===== src/rtl/ysyx_23060332_reg_wb_arb_if.sv =====
// rtl/ysyx_23060332_reg_wb_arb_if.sv - dispatch, write-back, register-file and hazard bundle for the write-back arbiter
// Bypass signals exist only when YSYX_23060332_WB_BYPASS_EN is defined.
interface ysyx_23060332_reg_wb_arb_if #(
  parameter int DATA_W = 32,
  parameter int ADDR_W = 5
);
  logic              iss_valid;
  logic              iss_wen;
  logic [ADDR_W-1:0] iss_rd;
  logic              iss_ready;
  logic              exu_valid;
  logic [ADDR_W-1:0] exu_rd;
  logic [DATA_W-1:0] exu_data;
  logic              exu_ready;
  logic              lsu_valid;
  logic [ADDR_W-1:0] lsu_rd;
  logic [DATA_W-1:0] lsu_data;
  logic              lsu_ready;
  logic              rf_wen;
  logic [ADDR_W-1:0] rf_waddr;
  logic [DATA_W-1:0] rf_wdata;
  logic [ADDR_W-1:0] raddr1;
  logic [ADDR_W-1:0] raddr2;
  logic              hazard1;
  logic              hazard2;
  logic              sb_err;
`ifdef YSYX_23060332_WB_BYPASS_EN
  logic              byp_valid1;
  logic              byp_valid2;
  logic [DATA_W-1:0] byp_data1;
  logic [DATA_W-1:0] byp_data2;
`endif

  modport master (
    output iss_valid, iss_wen, iss_rd, exu_valid, exu_rd, exu_data,
           lsu_valid, lsu_rd, lsu_data, raddr1, raddr2,
    input  iss_ready, exu_ready, lsu_ready, rf_wen, rf_waddr, rf_wdata,
           hazard1, hazard2, sb_err
`ifdef YSYX_23060332_WB_BYPASS_EN
    , input byp_valid1, byp_valid2, byp_data1, byp_data2
`endif
  );

  modport slave (
    input  iss_valid, iss_wen, iss_rd, exu_valid, exu_rd, exu_data,
           lsu_valid, lsu_rd, lsu_data, raddr1, raddr2,
    output iss_ready, exu_ready, lsu_ready, rf_wen, rf_waddr, rf_wdata,
           hazard1, hazard2, sb_err
`ifdef YSYX_23060332_WB_BYPASS_EN
    , output byp_valid1, byp_valid2, byp_data1, byp_data2
`endif
  );
endinterface


===== src/rtl/ysyx_23060332_reg_wb_arb.sv =====
// rtl/ysyx_23060332_reg_wb_arb.sv - round-robin EXU/LSU write-back arbiter with per-register pending-write scoreboard
// Optional write-port bypass to the IDU read ports: YSYX_23060332_WB_BYPASS_EN.
module ysyx_23060332_reg_wb_arb #(
  parameter int DATA_W = 32,
  parameter int ADDR_W = 5,
  parameter int CNT_W  = 2
) (
  input logic clk,
  input logic rst,
  ysyx_23060332_reg_wb_arb_if.slave bus
);
  localparam int              NREG    = 1 << ADDR_W;
  localparam logic [CNT_W-1:0] CNT_MAX = '1;
  localparam logic [CNT_W-1:0] CNT_ONE = CNT_W'(1);
  localparam logic            GNT_LSU = 1'b1;

  logic [CNT_W-1:0]  cnt_q [NREG];
  logic [CNT_W-1:0]  cnt_d [NREG];
  logic              last_grant_q, last_grant_d;
  logic              rf_wen_q, rf_wen_d;
  logic [ADDR_W-1:0] rf_waddr_q, rf_waddr_d;
  logic [DATA_W-1:0] rf_wdata_q, rf_wdata_d;
  logic              sb_err_q, sb_err_d;

  logic              exu_gnt, lsu_gnt, wb_hs;
  logic [ADDR_W-1:0] win_rd;
  logic [DATA_W-1:0] win_data;
  logic              iss_counts, iss_rel, iss_ready, iss_alloc;
  logic              byp1, byp2;

  always_comb begin : arbiter
    exu_gnt      = bus.exu_valid & (~bus.lsu_valid | (last_grant_q == GNT_LSU));
    lsu_gnt      = bus.lsu_valid & ~exu_gnt;
    wb_hs        = exu_gnt | lsu_gnt;
    win_rd       = exu_gnt ? bus.exu_rd : bus.lsu_rd;
    win_data     = exu_gnt ? bus.exu_data : bus.lsu_data;
    last_grant_d = wb_hs ? lsu_gnt : last_grant_q;
    // x0 write-backs are consumed here and never reach the register file
    rf_wen_d     = wb_hs & (win_rd != '0);
    rf_waddr_d   = rf_wen_d ? win_rd : rf_waddr_q;
    rf_wdata_d   = rf_wen_d ? win_data : rf_wdata_q;
  end

  always_comb begin : dispatch
    iss_counts = bus.iss_wen & (bus.iss_rd != '0);
    iss_rel    = rf_wen_q & (rf_waddr_q == bus.iss_rd);
    iss_ready  = ~(iss_counts & (cnt_q[bus.iss_rd] == CNT_MAX) & ~iss_rel);
    iss_alloc  = bus.iss_valid & iss_ready & iss_counts;
  end

  always_comb begin : scoreboard
    sb_err_d = sb_err_q;
    for (int i = 0; i < NREG; i++) begin
      cnt_d[i] = cnt_q[i];
      if (rf_wen_q && (rf_waddr_q == ADDR_W'(i))) begin
        if (cnt_q[i] == '0) sb_err_d = 1'b1;
        else cnt_d[i] = cnt_q[i] - CNT_ONE;
      end
      if (iss_alloc && (bus.iss_rd == ADDR_W'(i))) cnt_d[i] = cnt_d[i] + CNT_ONE;
    end
  end

  always_comb begin : hazards
    byp1 = 1'b0;
    byp2 = 1'b0;
`ifdef YSYX_23060332_WB_BYPASS_EN
    // last pending write is on the port right now: forward instead of stalling
    byp1 = rf_wen_q & (rf_waddr_q == bus.raddr1) & (bus.raddr1 != '0) & (cnt_q[bus.raddr1] == CNT_ONE);
    byp2 = rf_wen_q & (rf_waddr_q == bus.raddr2) & (bus.raddr2 != '0) & (cnt_q[bus.raddr2] == CNT_ONE);
    bus.byp_valid1 = byp1;
    bus.byp_valid2 = byp2;
    bus.byp_data1  = byp1 ? rf_wdata_q : '0;
    bus.byp_data2  = byp2 ? rf_wdata_q : '0;
`endif
    bus.hazard1 = (bus.raddr1 != '0) & (cnt_q[bus.raddr1] != '0) & ~byp1;
    bus.hazard2 = (bus.raddr2 != '0) & (cnt_q[bus.raddr2] != '0) & ~byp2;
  end

  assign bus.iss_ready = iss_ready;
  assign bus.exu_ready = exu_gnt;
  assign bus.lsu_ready = lsu_gnt;
  assign bus.rf_wen    = rf_wen_q;
  assign bus.rf_waddr  = rf_waddr_q;
  assign bus.rf_wdata  = rf_wdata_q;
  assign bus.sb_err    = sb_err_q;

  always_ff @(posedge clk) begin
    if (!rst) begin
      for (int i = 0; i < NREG; i++) cnt_q[i] <= '0;
      last_grant_q <= GNT_LSU;
      rf_wen_q     <= 1'b0;
      rf_waddr_q   <= '0;
      rf_wdata_q   <= '0;
      sb_err_q     <= 1'b0;
    end else begin
      for (int i = 0; i < NREG; i++) cnt_q[i] <= cnt_d[i];
      last_grant_q <= last_grant_d;
      rf_wen_q     <= rf_wen_d;
      rf_waddr_q   <= rf_waddr_d;
      rf_wdata_q   <= rf_wdata_d;
      sb_err_q     <= sb_err_d;
    end
  end
endmodule

===== src/flat_wrapper.sv =====
// flat-port wrapper written by rule: the top's interface ports become plain ports
module ysyx_23060332_reg_wb_arb_flat 
#(
  parameter int DATA_W = 32,
  parameter int ADDR_W = 5,
  parameter int CNT_W  = 2
)
  (clk, rst, bus_iss_valid, bus_iss_wen, bus_iss_rd, bus_exu_valid, bus_exu_rd, bus_exu_data, bus_lsu_valid, bus_lsu_rd, bus_lsu_data, bus_raddr1, bus_raddr2, bus_iss_ready, bus_exu_ready, bus_lsu_ready, bus_rf_wen, bus_rf_waddr, bus_rf_wdata, bus_hazard1, bus_hazard2, bus_sb_err);
  ysyx_23060332_reg_wb_arb_if #(.DATA_W(DATA_W), .ADDR_W(ADDR_W)) bus_i ();
  input logic clk;
  input logic rst;
  input wire logic [$bits(bus_i.iss_valid)-1:0] bus_iss_valid;
  input wire logic [$bits(bus_i.iss_wen)-1:0] bus_iss_wen;
  input wire logic [$bits(bus_i.iss_rd)-1:0] bus_iss_rd;
  input wire logic [$bits(bus_i.exu_valid)-1:0] bus_exu_valid;
  input wire logic [$bits(bus_i.exu_rd)-1:0] bus_exu_rd;
  input wire logic [$bits(bus_i.exu_data)-1:0] bus_exu_data;
  input wire logic [$bits(bus_i.lsu_valid)-1:0] bus_lsu_valid;
  input wire logic [$bits(bus_i.lsu_rd)-1:0] bus_lsu_rd;
  input wire logic [$bits(bus_i.lsu_data)-1:0] bus_lsu_data;
  input wire logic [$bits(bus_i.raddr1)-1:0] bus_raddr1;
  input wire logic [$bits(bus_i.raddr2)-1:0] bus_raddr2;
  output wire logic [$bits(bus_i.iss_ready)-1:0] bus_iss_ready;
  output wire logic [$bits(bus_i.exu_ready)-1:0] bus_exu_ready;
  output wire logic [$bits(bus_i.lsu_ready)-1:0] bus_lsu_ready;
  output wire logic [$bits(bus_i.rf_wen)-1:0] bus_rf_wen;
  output wire logic [$bits(bus_i.rf_waddr)-1:0] bus_rf_waddr;
  output wire logic [$bits(bus_i.rf_wdata)-1:0] bus_rf_wdata;
  output wire logic [$bits(bus_i.hazard1)-1:0] bus_hazard1;
  output wire logic [$bits(bus_i.hazard2)-1:0] bus_hazard2;
  output wire logic [$bits(bus_i.sb_err)-1:0] bus_sb_err;
  assign bus_i.iss_valid = bus_iss_valid;
  assign bus_i.iss_wen = bus_iss_wen;
  assign bus_i.iss_rd = bus_iss_rd;
  assign bus_i.exu_valid = bus_exu_valid;
  assign bus_i.exu_rd = bus_exu_rd;
  assign bus_i.exu_data = bus_exu_data;
  assign bus_i.lsu_valid = bus_lsu_valid;
  assign bus_i.lsu_rd = bus_lsu_rd;
  assign bus_i.lsu_data = bus_lsu_data;
  assign bus_i.raddr1 = bus_raddr1;
  assign bus_i.raddr2 = bus_raddr2;
  assign bus_iss_ready = bus_i.iss_ready;
  assign bus_exu_ready = bus_i.exu_ready;
  assign bus_lsu_ready = bus_i.lsu_ready;
  assign bus_rf_wen = bus_i.rf_wen;
  assign bus_rf_waddr = bus_i.rf_waddr;
  assign bus_rf_wdata = bus_i.rf_wdata;
  assign bus_hazard1 = bus_i.hazard1;
  assign bus_hazard2 = bus_i.hazard2;
  assign bus_sb_err = bus_i.sb_err;
  ysyx_23060332_reg_wb_arb #(.DATA_W(DATA_W), .ADDR_W(ADDR_W), .CNT_W(CNT_W)) u_core (.clk(clk), .rst(rst), .bus(bus_i));
endmodule

===== config.mk =====
export PLATFORM = sky130hd
export DESIGN_NAME = ysyx_23060332_reg_wb_arb_flat
export DESIGN_NICKNAME = d
export VERILOG_FILES = /design/src/rtl/ysyx_23060332_reg_wb_arb_if.sv /design/src/rtl/ysyx_23060332_reg_wb_arb.sv /design/src/flat_wrapper.sv
export SDC_FILE = /design/constraint.sdc
export NUM_CORES = 1
export LEC_CHECK = 0
export BUFFER_PORTS_ARGS = -buffer_cell sky130_fd_sc_hd__buf_4
export CORE_ASPECT_RATIO = 0.6
export CORE_MARGIN = 5
export CORE_UTILIZATION = 45
export DETAILED_ROUTE_END_ITERATION = 6
export GPL_ROUTABILITY_DRIVEN = 0
export PLACE_DENSITY = 0.76
export SLEW_MARGIN = 20
export SYNTH_ARGS = -nofsm -noshare
export SYNTH_HDL_FRONTEND = slang
export SYNTH_SLANG_ARGS = --single-unit
export TNS_END_PERCENT = 100

===== constraint.sdc =====
create_clock -name clk -period 2.2 [get_ports clk]
set_clock_uncertainty 0.15 [all_clocks]
set_input_delay 0.11 -clock clk [delete_from_list [all_inputs] [get_ports clk]]
set_output_delay 0.11 -clock clk [all_outputs]
set_load 0.05 [all_outputs]

==> metrics.txt, run 1 <==
Hold Crit Class=input pin to flip-flop; post-synthesis async set-or-reset flop share=0; H-tree Lvls=3; Gate power share=0.288; Least-Margin Pin Slew=622 ps; CP endpoint=bus_hazard1; Die Y=107 um; post-DR vias/cell=6.25; fmax=410 MHz; first-pass GRT wire length=44100 um; Adder-Cell Fraction of Synth Area=0; max-slew violations=0; r2r startpoint=u_core.cnt_q[0][1]; area share of the largest cell type after synthesis=0.296; area of the die=18300 um2; max_cap viols=0; area of the multi-input gates=4840 um2; total grt overflow=0; Final setup violation count=55; initial DRC count=1193; peak fanout along the critical path=3; placed inst area=9060 um2; dominant synthesized flop cell=dfxtp_1; cells on worst reg2reg path=8; critical path type=flip-flop to primary output; total iterations of the first detailed-routing run=6; Clock Latency Late Sink=360 ps; FP Rows=35; outcome=finished, violations left; final instance area=10700 um2; via count=8635; Final period util=1.11; Core Util, Final=0.696; Routed WL per cell=21.2 um; Post-Syn Area per Cell=8.06 um2; dpl ws=-298 ps; port bufs=138; sw power=1.73 mW; die width=171 um; Starting Density=0.459; FF-to-FF End=u_core.cnt_q[11][0]; P_int=3.32 mW; Syn Inst Count=872; Mapped Area=7030 um2; simple logic cell fraction of the synthesized area=0.268; Max-Slew Margin vs Limit=0.586; hold path depth=4; maximum vdd drop=0.324 mV; XOR/XNOR Fraction of Synth Area=0.0125; Synth area leader=dfxtp_1; post-synthesis register bit count=104; DRC viols=0; synth-to-layout area growth=51.8%; ANT cells=0; P_leak=4.33 nW; filler instances=1101; layout cell share with drive strength beyond 1=0.394; most numerous cell in the Yosys netlist=nand2_1; FF-to-FF setup slack=-230 ps; Placed Instances=1275; crit path time final=2440 ps; syn nets=967; multiplexer share of the synthesized area=0.104; yosys warns=0; total wire length=29300 um; I/O pin cnt=139; synth cell count leaders=nand2_1, dfxtp_1, nor2_1; part of the power in registers=0.398; Seq. cell area=2150 um2; CTS root buffer=clkbuf_16; worst path arrival time=2180 ps; post-route insts no fill=1382; HPWL after DPL=19500 um; DRT antenna net count=0; vias in the first global route=8087; Nets=1269; largest family of logic cells by synthesized area=simple AND/OR/NAND/NOR gates; CP required=1940 ps; Final Hold Vio Count=0; PwrDens=473 nW/um2; crit path launch=u_core.cnt_q[8][1]; Area contributors post-synth=dfxtp_1, mux4_2, nand2_1; Post-synth EDFFs=0; overall global routing resource usage=0.305; largest net degree at the start of global routing=44; Clock Path Buffers=2; clock power share=0.313; Yosys cell types=73; final setup margin=-240 ps; clock-pin slew on the worst setup and hold paths=80 ps; Worst setup SP type=flip-flop; core area=15300 um2; failing checks=setup timing; initial antenna violation count=0; CTS Buf Count=9; switch share=0.342; CTS tree=done; Sink Count=104; Synth Area in Compound Gates=0.255; RSZ-0062 raised after global routing=true; Seq/Total Area, Yosys=0.296; CP Capture Type=primary output
## registers in the layout, indices dropped and copies added, names as in the netlist
signal,count
u_core.bus.sb_err,1
u_core.bus.rf_wen,1
u_core.last_grant_q,1
u_core.bus.rf_wdata,32
u_core.cnt_q,64
u_core.bus.rf_waddr,5
## power groups by stage
| stage | Clock [mW] | Sequential (mW) | Combinational [mW] |
|---|---|---|---|
| CTS | 1.58 | 2.01 | 1.37 |
| detailed placement | 0 | 2.05 | 1.25 |
| finish | 1.58 | 2.01 | 1.46 |
| global route | 1.65 | 2.02 | 1.52 |
| global placement | 0 | 2.05 | 1.23 |
| floorplan | 0 | 2.30 | 0.506 |
## how the worst min path moves through the flow
stage	from	end	slack, ps
3_3_place_gp	bus_exu_data[13]	u_core.bus.rf_wdata[13]	240
5_1_grt	bus_exu_rd[0]	u_core.bus.rf_waddr[0]	40
4_1_cts	bus_exu_rd[0]	u_core.bus.rf_waddr[0]	7
2_1_floorplan	rst	u_core.cnt_q[4][1]	100
3_5_place_dp	bus_exu_data[8]	u_core.bus.rf_wdata[8]	240
6_report	bus_exu_rd[0]	u_core.bus.rf_waddr[0]	20
## kinds of logic after synthesis
group | after synthesis
simple gates | 374
compound gates | 254
flops | 104
buf+inv | 98
mux | 32
xor+xnor | 10
## per-layer routing
layer,up-vias,share of wire,global-route usage
met5,-,0,0
met4,0,0.037,0.108
met3,120,0.12,0.0895
met2,636,0.44,0.458
met1,4042,0.40,0.417
li1,3837,-,-
## cells in the final DEF (no fill, tap or decap), types with 27 or more instances in the layout
cell type      instances
nand3_1               32
buf_4                251
buf_6                 27
a21oi_1               63
o21ai_0               53
inv_1                 29
a311oi_1              33
dfxtp_1               61
nand2_1              130
mux4_2                27
nor2_1                74
dfxtp_2               36
dlygate4sd3_1         73
## cell type report
class                   instances  share of cell area
repair buffers                359               0.284
inverters                      30              0.0107
multi-input cells             670               0.454
clock buffers                  11              0.0218
well taps                     203              0.0238
flip-flops and latches        104               0.202
clock inverters                 5             0.00387
## worst max-delay path: stages, from the launching register on
cell	delay [ps]
dfxtp_2	350
buf_6	130
nor2_4	50
mux4_2	470
mux4_2	510
a21oi_4	140
buf_6	160
## per-stage QoR
stage	hold slack (ps)	TNS, ps	power, mW
2_1_floorplan	98.4	-123	2.80
3_3_place_gp	239	-5440	3.28
3_5_place_dp	242	-8040	3.30
4_1_cts	6.72	-2920	4.96
5_1_grt	35.1	-9050	5.20
6_report	18.3	-5400	5.05
## timing repair
| action | CTS | global route |
|---|---|---|
| setup endpoints to repair | 53 | 100 |
| hold buffers | 73 | 0 |
| hold endpoints to repair | 44 | 0 |
| pin swaps | 12 | 35 |
| gates cloned | 1 | 5 |
| gates resized for setup | 75 | 66 |
| buffers inserted | 9 | 5 |
Power figures use the tool's default switching activity.
==> run 2: changes to the inputs <==
--- a/config.mk
+++ b/config.mk
@@ -6,12 +6,14 @@
 export NUM_CORES = 1
 export LEC_CHECK = 0
 export BUFFER_PORTS_ARGS = -buffer_cell sky130_fd_sc_hd__buf_4
+export CELL_PAD_IN_SITES_DETAIL_PLACEMENT = 1
+export CELL_PAD_IN_SITES_GLOBAL_PLACEMENT = 1
 export CORE_ASPECT_RATIO = 0.6
 export CORE_MARGIN = 5
-export CORE_UTILIZATION = 45
+export CORE_UTILIZATION = 37
 export DETAILED_ROUTE_END_ITERATION = 6
 export GPL_ROUTABILITY_DRIVEN = 0
-export PLACE_DENSITY = 0.76
+export PLACE_DENSITY = 0.83
 export SLEW_MARGIN = 20
 export SYNTH_ARGS = -nofsm -noshare
 export SYNTH_HDL_FRONTEND = slang
==> metrics.txt, run 2 (synthesized netlist as in run 1, its figures left out) <==
H-tree Lvls=3 (unchanged); Final period util=1.20 (+0.0919); cells on worst reg2reg path=9 (+1); Die Y=117 um (+9.3%); clock power share=0.324 (+0.011); initial DRC count=1042 (-13%); Least-Margin Pin Slew=747 ps (+126 ps); total grt overflow=0 (unchanged); Clock Path Buffers=2 (unchanged); GRT busiest layer=met2; first-pass GRT wire length=54500 um (+24%); HPWL after DPL=23000 um (+18%); PwrDens=485 nW/um2 (+2.6%); max_cap viols=0 (unchanged); max-slew violations=0 (unchanged); Final setup violation count=67 (+22%); CTS root buffer=clkbuf_16; FP Rows=39 (+11%); CP Capture Type=flip-flop; CP required=2320 ps (+380 ps); worst path arrival time=2760 ps (+580 ps); DRT antenna net count=0 (unchanged); CP max stage delay=610 ps (+100 ps); routing usage on met1=0.399 (-0.0177); delay-heaviest family, CP=multiplexers; worst path bufs/invs=3 (+1); worst hold endpoint=u_core.bus.rf_waddr[0]; port bufs=138 (unchanged); critical path type=flip-flop to flip-flop; Sink Count=104 (unchanged); area of the die=21900 um2 (+20%); Core Util, Final=0.575 (-0.121); clock-pin slew on the worst setup and hold paths=80 ps (about the same); Crit-path slowest cell=mux4_4; largest net degree at the start of global routing=42 (-4.5%); layout cell share with drive strength beyond 1=0.406 (+0.0113); switch share=0.349 (+0.00709); FF-to-FF End=u_core.cnt_q[6][0]; commonest non-fill, non-tap cell in the layout=buf_4; CTS tree=done; peak fanout along the critical path=9 (+6); maximum vdd drop=0.374 mV (+15%); hold path depth=4 (unchanged); P_int=3.42 mW (+3.0%); filler instances=2189 (+99%); FF-to-FF setup slack=-440 ps (-210 ps); Hold Crit Class=input pin to flip-flop; outcome=finished, violations left; most frequent cells in the layout=buf_4, nand2_1, nor2_1, dlygate4sd3_1, a21oi_1; Gate power share=0.289 (about the same); Nets=1273 (+0.32%); GRT met2 Usage=0.534 (+0.0757); sw power=1.83 mW (+6.2%); vias in the first global route=9191 (+14%); synth-to-layout area growth=54.0%; DRC viols=0 (unchanged); RSZ-0062 raised after global routing=true; part of the power in registers=0.386 (-0.012); Seq. cell area=2160 um2 (+0.52%); Reg with most FFs=u_core.cnt_q; hold_sp=bus_exu_rd[0]; initial antenna violation count=2 (+2); total iterations of the first detailed-routing run=5 (-1); post-DR vias/cell=6.40 (+2.5%); via count=9161 (+6.1%); total wire length=38800 um (+32%); Clock Latency Late Sink=370 ps (about the same); Starting Density=0.373 (-0.0854); Routed WL per cell=27.1 um (+28%); Worst setup SP type=flip-flop; CTS Buf Count=9 (unchanged); met3 usage=0.0893 (-0.000229); core area=18800 um2 (+23%); fmax=379 MHz (-7.6%); final hold slack=7.12 ps (-11.2 ps); area of the multi-input gates=4830 um2 (-0.23%); Max-Slew Margin vs Limit=0.501 (-0.0847); overall global routing resource usage=0.320 (+0.0151); Final Hold Vio Count=0 (unchanged); max FFs per register=64 (unchanged); failing checks=setup timing; final setup margin=-442 ps (-202 ps); crit path time final=2640 ps (+202 ps); worst-path cell chain=mux4_4, a22oi_2, nand2_2, buf_6, buf_4, a311oi_4, buf_12, a21oi_1, nor3_1; die width=188 um (+9.7%); crit path launch=u_core.cnt_q[10][1]; I/O pin cnt=139 (unchanged); P_leak=4.40 nW (+1.8%); r2r startpoint=u_core.cnt_q[10][1]; post-route setup TNS=-13220 ps (-7830 ps)
[run 2: power by group through the flow]
stage | logic, mW | clock network [mW] | registers (mW)
CTS | 1.40 | 1.70 | 2.02
global placement | 1.25 | 0 | 2.06
floorplan | 0.506 | 0 | 2.30
finish | 1.52 | 1.70 | 2.03
detailed placement | 1.28 | 0 | 2.07
global route | 1.57 | 1.78 | 2.04
[run 2: repair_timing]
action                                  4_1_cts  5_1_grt
hold buffers                                 69        0
cloned                                        2        2
endpoints found under the setup margin       60       86
buffers inserted                             12        6
pin swaps                                    19       20
endpoints found under the hold margin        44        0
gates resized for setup                      90       57
[run 2: metrics by stage]
stage,cell area (um2),std cells,setup slack (ps),total power [mW]
2_1_floorplan,7090,872,-27.5,2.80
3_3_place_gp,9220,1324,-189,3.31
3_5_place_dp,9220,1324,-269,3.35
4_1_cts,10600,1421,-247,5.12
5_1_grt,10800,1431,-456,5.39
6_report,10800,1431,-442,5.25
[run 2: worst max path at each step]
stage                                endpoint  cells after the start
final                      u_core.cnt_q[6][0]                      9
after global routing       u_core.cnt_q[6][0]                      9
after CTS                         bus_hazard1                      6
after detailed placement  u_core.cnt_q[24][1]                     10
after global placement     u_core.cnt_q[4][0]                      9
after floorplan            u_core.cnt_q[1][0]                      9
[run 2: layer usage]
| metal | part of all wire | up-vias |
|---|---|---|
| li1 | - | 3824 |
| met1 | 0.38 | 4428 |
| met2 | 0.45 | 679 |
| met3 | 0.10 | 230 |
| met4 | 0.061 | 0 |
| met5 | 0 | - |
[run 2: final cells by class]
type	count	area share
multi-input cells	670	0.446
repair buffers	363	0.288
flip-flops and latches	104	0.200
well taps	246	0.0284
clock buffers	10	0.0212
inverters	30	0.0105
clock inverters	6	0.00543
diodes	2	0.000462
[run 2: worst min-delay path: stages]
cell,delay [ps]
buf_4,90
nor2_1,50
o22ai_1,110
and2_1,150
